### src/rtl/time_tmr_replicate.sv
// Upstream stage of the time-redundant TMR path: re-issues each accepted element
// three times (or once in bypass) with a shared rolling ID and a replica index.
module time_tmr_replicate #(
  parameter type         DataType = logic,
  parameter int unsigned IDSize   = 4
) (
  input  logic              clk_i,
  input  logic              rst_i,
  input  logic              enable_i,
  input  DataType           data_i,
  input  logic              valid_i,
  output logic              ready_o,
  output DataType           data_o,
  output logic [IDSize-1:0] id_o,
  output logic [1:0]        replica_o,
  output logic              valid_o,
  input  logic              ready_i
);

  typedef enum logic [1:0] {
    IDLE  = 2'd0,
    SEND0 = 2'd1,
    SEND1 = 2'd2,
    SEND2 = 2'd3
  } state_e;

  state_e            state_r;
  logic              tmr_r;
  logic [IDSize-1:0] id_cnt_r;
  logic              last_copy_s;
  logic              accept_s;

  // Upstream handshake: a new element may enter only when the last copy leaves.
  always_comb begin
    last_copy_s = 1'b0;
    case (state_r)
      SEND0:   last_copy_s = !tmr_r;
      SEND2:   last_copy_s = tmr_r;
      default: last_copy_s = 1'b0;
    endcase
    ready_o  = !rst_i && ((state_r == IDLE) || (last_copy_s && ready_i));
    accept_s = valid_i && ready_o;
  end

  // Replication FSM; an accept always preloads SEND0, so the last copy chains with no bubble.
  always_ff @(posedge clk_i or posedge rst_i) begin
    if (rst_i) begin
      state_r   <= IDLE;
      tmr_r     <= 1'b0;
      id_cnt_r  <= '0;
      data_o    <= '0;
      id_o      <= '0;
      replica_o <= 2'd0;
      valid_o   <= 1'b0;
    end else if (accept_s) begin
      state_r   <= SEND0;
      tmr_r     <= enable_i;
      data_o    <= data_i;
      id_o      <= id_cnt_r;
      id_cnt_r  <= id_cnt_r + IDSize'(1);
      replica_o <= 2'd0;
      valid_o   <= 1'b1;
    end else begin
      case (state_r)
        IDLE: begin
          state_r <= IDLE;
          valid_o <= 1'b0;
        end
        SEND0: begin
          if (ready_i && tmr_r) begin
            state_r   <= SEND1;
            replica_o <= 2'd1;
          end else if (ready_i) begin
            state_r <= IDLE;
            valid_o <= 1'b0;
          end else begin
            state_r <= SEND0;
          end
        end
        SEND1: begin
          if (ready_i) begin
            state_r   <= SEND2;
            replica_o <= 2'd2;
          end else begin
            state_r <= SEND1;
          end
        end
        SEND2: begin
          if (ready_i) begin
            state_r <= IDLE;
            valid_o <= 1'b0;
          end else begin
            state_r <= SEND2;
          end
        end
        default: begin
          state_r <= IDLE;
          valid_o <= 1'b0;
        end
      endcase
    end
  end

endmodule

### config.mk
export PLATFORM = sky130hd
export DESIGN_NAME = time_tmr_replicate
export DESIGN_NICKNAME = d
export VERILOG_FILES = /design/src/rtl/time_tmr_replicate.sv
export SDC_FILE = /design/constraint.sdc
export NUM_CORES = 1
export LEC_CHECK = 0
export CAP_MARGIN = 20
export CORE_AREA = 3 3 41 43
export CTS_BUF_LIST = sky130_fd_sc_hd__clkbuf_2 sky130_fd_sc_hd__clkbuf_4 sky130_fd_sc_hd__clkbuf_8
export DETAILED_ROUTE_END_ITERATION = 7
export DIE_AREA = 0 0 44 46
export PLACE_DENSITY = 0.8
export SLEW_MARGIN = 20
export SYNTH_ARGS = -nofsm -noshare
export SYNTH_HDL_FRONTEND = slang
export SYNTH_SLANG_ARGS = --single-unit
### constraint.sdc
create_clock -name clk_i -period 2.6 [get_ports clk_i]
set_clock_uncertainty 0.15 [all_clocks]
set_input_delay 0.78 -clock clk_i [delete_from_list [all_inputs] [get_ports clk_i]]
set_output_delay 0.78 -clock clk_i [all_outputs]
set_load 0.01 [all_outputs]
==> results of run 1 <==
## cells by family (layout without fill, tap and decap cells)
| logic type | Yosys count | after routing | share of synthesized area |
|---|---|---|---|
| mux | 7 | 7 | 0.140 |
| xor+xnor | 3 | 3 | 0.0364 |
| fa+ha+maj | 1 | 1 | 0.0173 |
| compound gates | 13 | 13 | 0.132 |
| buf+inv | 6 | 32 | 0.0468 |
| simple gates | 13 | 13 | 0.107 |
| flops | 15 | 15 | 0.520 |
## routing by layer
metal | part of all wire | vias up | global-route usage
met5 | 0 | - | 0
met1 | 0.47 | 247 | 0.201
met2 | 0.49 | 9 | 0.256
met4 | 0.012 | 0 | 0.0964
li1 | - | 256 | -
met3 | 0.032 | 4 | 0.0237
## synthesized netlist by cell type (all sizes together), types with 2 or more instances
cell     n  area share
o21ai    5       0.035
mux2     7        0.14
nor2     2       0.014
a211oi   2       0.021
inv      4       0.021
and3     2       0.017
xnor2    3       0.036
dfrtp   15        0.52
buf      2       0.026
a21oi    3       0.021
nand2    3       0.016
## registers in the layout, indices dropped and copies added (netlist names)
name and flops:
valid_o 1, tmr_r 1, id_o 4, state_r 2, data_o 1, replica_o 2
id_cnt_r 4
## cell type report
cell class                 instances  area, um2
inverter                           4       15.0
timing repair buffer              24        205
multi-input combinational         37        318
fill                             106        374
sequential                        15        375
tap                               15       18.8
clock buffer                       3       22.5
clock inverter                     1       5.00
## worst reg2reg max path: cells and delay by family, from the launching register on
kind	cells	cell delay, ns
buffers and inverters	2	0.29
flip-flops	1	0.39
multiplexers	1	0.40
AND/OR/NAND/NOR	3	0.62
## repair_timing
action / CTS / global route
pin swaps: 1 / 1
setup endpoints to repair: 1 / 1
gates cloned: 0 / 0
hold buffers: 0 / 0
gates resized for setup: 6 / 2
## worst max-delay path by stage
stage / end / slack (ns) / cells past startpoint
detailed placement: ready_o / -0.74 / 5
finish: ready_o / 0.10 / 3
floorplan: ready_o / 0.22 / 3
global placement: ready_o / -0.76 / 5
global route: ready_o / 0.07 / 3
CTS: ready_o / 0.04 / 5
## metrics by stage
step | hold slack, ns | instances | setup WS [ns] | power, W | util
6_report | 0.338 | 99 | 0.103 | 0.00108 | 0.720
5_1_grt | 0.364 | 99 | 0.0698 | 0.00117 | 0.720
4_1_cts | 0.335 | 99 | 0.0377 | 0.00110 | 0.722
3_5_place_dp | 0.322 | 95 | -0.735 | 0.000963 | 0.703
3_3_place_gp | 0.318 | 95 | -0.755 | 0.000952 | 0.703
2_1_floorplan | 0.297 | 58 | 0.220 | 0.000729 | -
## power by group through the flow
stage	Clock (W)	Sequential, W	Combinational (W)
floorplan	0	0.000456	0.000273
global placement	0	0.000425	0.000527
detailed placement	0	0.000430	0.000533
CTS	0.000139	0.000424	0.000537
global route	0.000144	0.000441	0.000586
finish	0.000130	0.000424	0.000529
==> results.sh, run 1 <==
export IMPL_status="completed"
export IMPL_cts_root_buffer="clkbuf_4"
export IMPL_p_sw_frac=0.330
export IMPL_vias=516
export IMPL_rsz0062_at_grt="no"
export IMPL_fin_nets=92
export IMPL_cp_slowest_cell="clkdlybuf4s50_1"
export IMPL_path_max_fanout=2
export IMPL_comb_power_share=0.488
export IMPL_async_flop_share=1.00
export IMPL_overflow=0
export IMPL_hold_viol=0
export IMPL_path_class="primary input to output pin"
export IMPL_rows=13
export IMPL_insertion_delay_ns=0.28
export IMPL_drv_cap=0
export IMPL_vias_per_cell=5.21
export IMPL_seq_area_frac_synth=0.520
export IMPL_cp_required_ns=1.67
export IMPL_htreeDepth=1
export IMPL_p_switching_w=0.000357
export IMPL_drt_iter0_drc=6
export IMPL_synth_area_um2=722
export IMPL_p_per_area_nw_per_um2=1130
export IMPL_drv_slew=0
export IMPL_crit_chain="clkdlybuf4s50_1 > a211oi_2 > buf_2"
export IMPL_portBuffers=14
export IMPL_area_growth_synth_to_final_pct=32.9
export IMPL_slowest_delay_ns=0.44
export IMPL_fin_area_um2=960
export IMPL_post_cts_buffers=0
export IMPL_r2r_cells=6
export IMPL_p_clk_frac=0.120
export IMPL_place_area_um2=937
export IMPL_core_um2=1330
export IMPL_setup_viol=0
export IMPL_slew_headroom=0.607
export IMPL_power_leakage_nw=0.453
export IMPL_cp_startpoint="rst_i"
export IMPL_final_cell_mix="dfrtp_1, clkdlybuf4s50_1, buf_4"
export IMPL_num_io_pins=15
export IMPL_crit_path_end_kind="output pin"
export IMPL_avgSynthCellArea_um2=12.4
export IMPL_regToRegSetupSlack_ns=0.64
export IMPL_min_from="id_cnt_r[3]"
export IMPL_synth_cell_type_count=24
export IMPL_reg2reg_from="tmr_r"
export IMPL_cp_top_family="buffers and inverters"
export IMPL_cts_path_max_buffers=2
export IMPL_die_area_um2=2020
export IMPL_chipWidth_um=44
export IMPL_ys_warnings_count=0
export IMPL_routed_wl_um=1310
export IMPL_syn_nets=65
export IMPL_die_h_um=46
export IMPL_drive_gt1_frac=0.321
export IMPL_min_path_type="flip-flop to flip-flop"
export IMPL_synth_edff_count=0
export IMPL_seq_power_share=0.392
export IMPL_worstPathArrival_ns=1.57
export IMPL_grt_max_degree=16
export IMPL_power_internal_w=0.000726
export IMPL_critical_path_buf_inv_count=2
export IMPL_holdPathEnd="id_cnt_r[3]"
export IMPL_worst_setup_path_start_kind="primary input"
export IMPL_initial_core_util=0.541
export IMPL_post_route_min_period_ns=2.50
export IMPL_dr_pass1_iters=2
export IMPL_synthFlopType="dfrtp_1"
export IMPL_hpwlAfterDp_um=999
export IMPL_grt_pass1_wl_um=2350
export IMPL_final_antenna_net_count=0
export IMPL_syn_inst=58
export IMPL_diodes=0
export IMPL_clk_pin_slew_ns=0.09
export IMPL_holdPathStages=1
export IMPL_grtUsageTotal=0.159
export IMPL_ir_worst_vdd_mv=0.540
export IMPL_r2r_end="id_o[2]"
export IMPL_drc=0
export IMPL_cts_sinks=15
export IMPL_grt_pass1_vias=580
export IMPL_ys_ff_latch=15
export IMPL_final_common_cell="dfrtp_1"
export IMPL_post_drt_wl_per_cell_um=13.2
export IMPL_tightest_slew_ns=0.589
export IMPL_antenna_found_initial=0
export IMPL_period_share=0.960
export IMPL_fin_tns_setup_ns=0
export IMPL_fmaxAchievable_mhz=400
export IMPL_cts_tree="done"
export IMPL_cts_inserted_buffers=3
export IMPL_gp_congestion=0.889
Power figures use the tool's default switching activity.
==> inputs of run 2 (changes only) <==
- CTS_CLUSTER_DIAMETER: not set -> 200
==> results of run 2 <==
The final DEF is identical to that of run 1; final timing and power are the same.
==> inputs of run 3 (changes only) <==
- SKIP_CTS_REPAIR_TIMING: not set -> 1
==> run 3 against run 2 <==
Combinational power about the same. Cell area rose by 0.78%. First-iteration DRC count did not move. Global-route usage unchanged. Wire length grew 0.15%.
==> results.sh, run 3 (synthesized netlist as in run 1, its figures left out) <==
export IMPL_diodes=0
export IMPL_post_route_min_period_ns=2.55
export IMPL_hold_viol=0
export IMPL_fin_area_um2=967
export IMPL_cts_inserted_buffers=3
export IMPL_core_um2=1330
export IMPL_place_area_um2=937
export IMPL_worst_setup_path_start_kind="primary input"
export IMPL_initial_core_util=0.541
export IMPL_crit_path_end_kind="output pin"
export IMPL_cp_startpoint="rst_i"
export IMPL_fin_util=0.725
export IMPL_dp_cells=95
export IMPL_p_sw_frac=0.331
export IMPL_grt_max_degree=16
export IMPL_grtUsageTotal=0.159
export IMPL_cts_path_max_buffers=2
export IMPL_htreeDepth=1
export IMPL_final_common_cell="dfrtp_1"
export IMPL_path_max_fanout=2
export IMPL_tightest_slew_ns=0.588
export IMPL_portBuffers=14
export IMPL_slew_headroom=0.608
export IMPL_p_per_area_nw_per_um2=1120
export IMPL_grt_pass1_wl_um=2350
export IMPL_vias=511
export IMPL_insertion_delay_ns=0.29
export IMPL_area_growth_synth_to_final_pct=34.0
export IMPL_gp_congestion=0.889
export IMPL_final_antenna_net_count=0
export IMPL_seq_power_share=0.390
export IMPL_cts_root_buffer="clkbuf_4"
export IMPL_cts_sinks=15
export IMPL_power_leakage_nw=0.461
export IMPL_rows=13
export IMPL_drv_slew=0
export IMPL_drt_iter0_drc=6
export IMPL_final_cell_mix="dfrtp_1, clkdlybuf4s50_1, buf_4"
export IMPL_hpwlAfterDp_um=999
export IMPL_worstPathArrival_ns=1.62
export IMPL_ir_worst_vdd_mv=0.541
export IMPL_p_clk_frac=0.123
export IMPL_finalNonFillerCells=99
export IMPL_chipWidth_um=44
export IMPL_drv_cap=0
export IMPL_comb_power_share=0.487
export IMPL_post_drt_wl_per_cell_um=13.3
export IMPL_drive_gt1_frac=0.310
export IMPL_num_io_pins=15
export IMPL_fmaxAchievable_mhz=392
export IMPL_drc=0
export IMPL_min_path_type="flip-flop to flip-flop"
export IMPL_min_from="id_cnt_r[3]"
export IMPL_power_internal_w=0.000726
export IMPL_die_h_um=46
export IMPL_overflow=0
export IMPL_grt_pass1_vias=580
export IMPL_fin_nets=92
export IMPL_routed_wl_um=1310
export IMPL_status="completed"
export IMPL_rsz0062_at_grt="no"
export IMPL_antenna_found_initial=0
export IMPL_reg2reg_from="tmr_r"
export IMPL_vias_per_cell=5.16
export IMPL_p_switching_w=0.000359
export IMPL_die_area_um2=2020
export IMPL_dr_pass1_iters=3
export IMPL_cp_required_ns=1.67
export IMPL_period_share=0.981
export IMPL_cts_tree="done"
export IMPL_reg_largest_list="id_cnt_r (4), id_o (4)"
export IMPL_path_class="primary input to output pin"
export IMPL_hold_slack_ns=0.335
export IMPL_clk_pin_slew_ns=0.09
export IMPL_setup_viol=0
## run 3: path summary, 6_finish.rpt
| path | end | slack [ns] | depth (start not counted) |
|---|---|---|---|
| worst max-delay path | ready_o | 0.05 | 3 |
| worst min-delay path | id_cnt_r[3] | 0.34 | 1 |
| worst max register to register | id_o[2] | 0.65 | 6 |
| worst min register to register | id_cnt_r[3] | 0.34 | 1 |
| max in group asynchronous | tmr_r | 1.03 | 3 |
| min in group asynchronous | state_r[0] | 0.90 | 3 |
## run 3: per-layer routing
| metal | routed length [um] | track usage | share of wire | up-vias |
|---|---|---|---|---|
| li1 | - | - | - | 256 |
| met5 | 0 | 0 | 0 | - |
| met1 | 613 | 0.201 | 0.47 | 240 |
| met4 | 25 | 0.0964 | 0.019 | 0 |
| met2 | 625 | 0.256 | 0.48 | 10 |
| met3 | 48 | 0.0237 | 0.037 | 5 |
## run 3: cell type report
class                   count  area (um2)
multi-input cells          37         318
clock inverters             1        5.00
flip-flops and latches     15         375
clock buffers               3        22.5
well taps                  15        18.8
repair buffers             24         213
fillers                   104         367
inverters                   4        15.0
## run 3: per-stage QoR
step / power [W] / setup slack, ns / TNS, ns
finish: 0.00109 / 0.0501 / 0
global route: 0.00117 / 0.0203 / 0
CTS: 0.00110 / -0.768 / -0.768
detailed placement: 0.000963 / -0.735 / -1.35
global placement: 0.000952 / -0.755 / -1.28
floorplan: 0.000729 / 0.220 / 0
## run 3: power groups by stage
| stage | clock network (W) | registers [W] | logic [W] |
|---|---|---|---|
| final | 0.000133 | 0.000423 | 0.000528 |
| after floorplan | 0 | 0.000456 | 0.000273 |
| after global routing | 0.000144 | 0.000441 | 0.000586 |
| after global placement | 0 | 0.000425 | 0.000527 |
| after detailed placement | 0 | 0.000430 | 0.000533 |
| after CTS | 0.000139 | 0.000424 | 0.000539 |
## run 3: worst max-delay path, cell delays in order
cell and delay [ns]:
clkdlybuf4s50_1 0.44, a211oi_2 0.23, buf_2 0.17
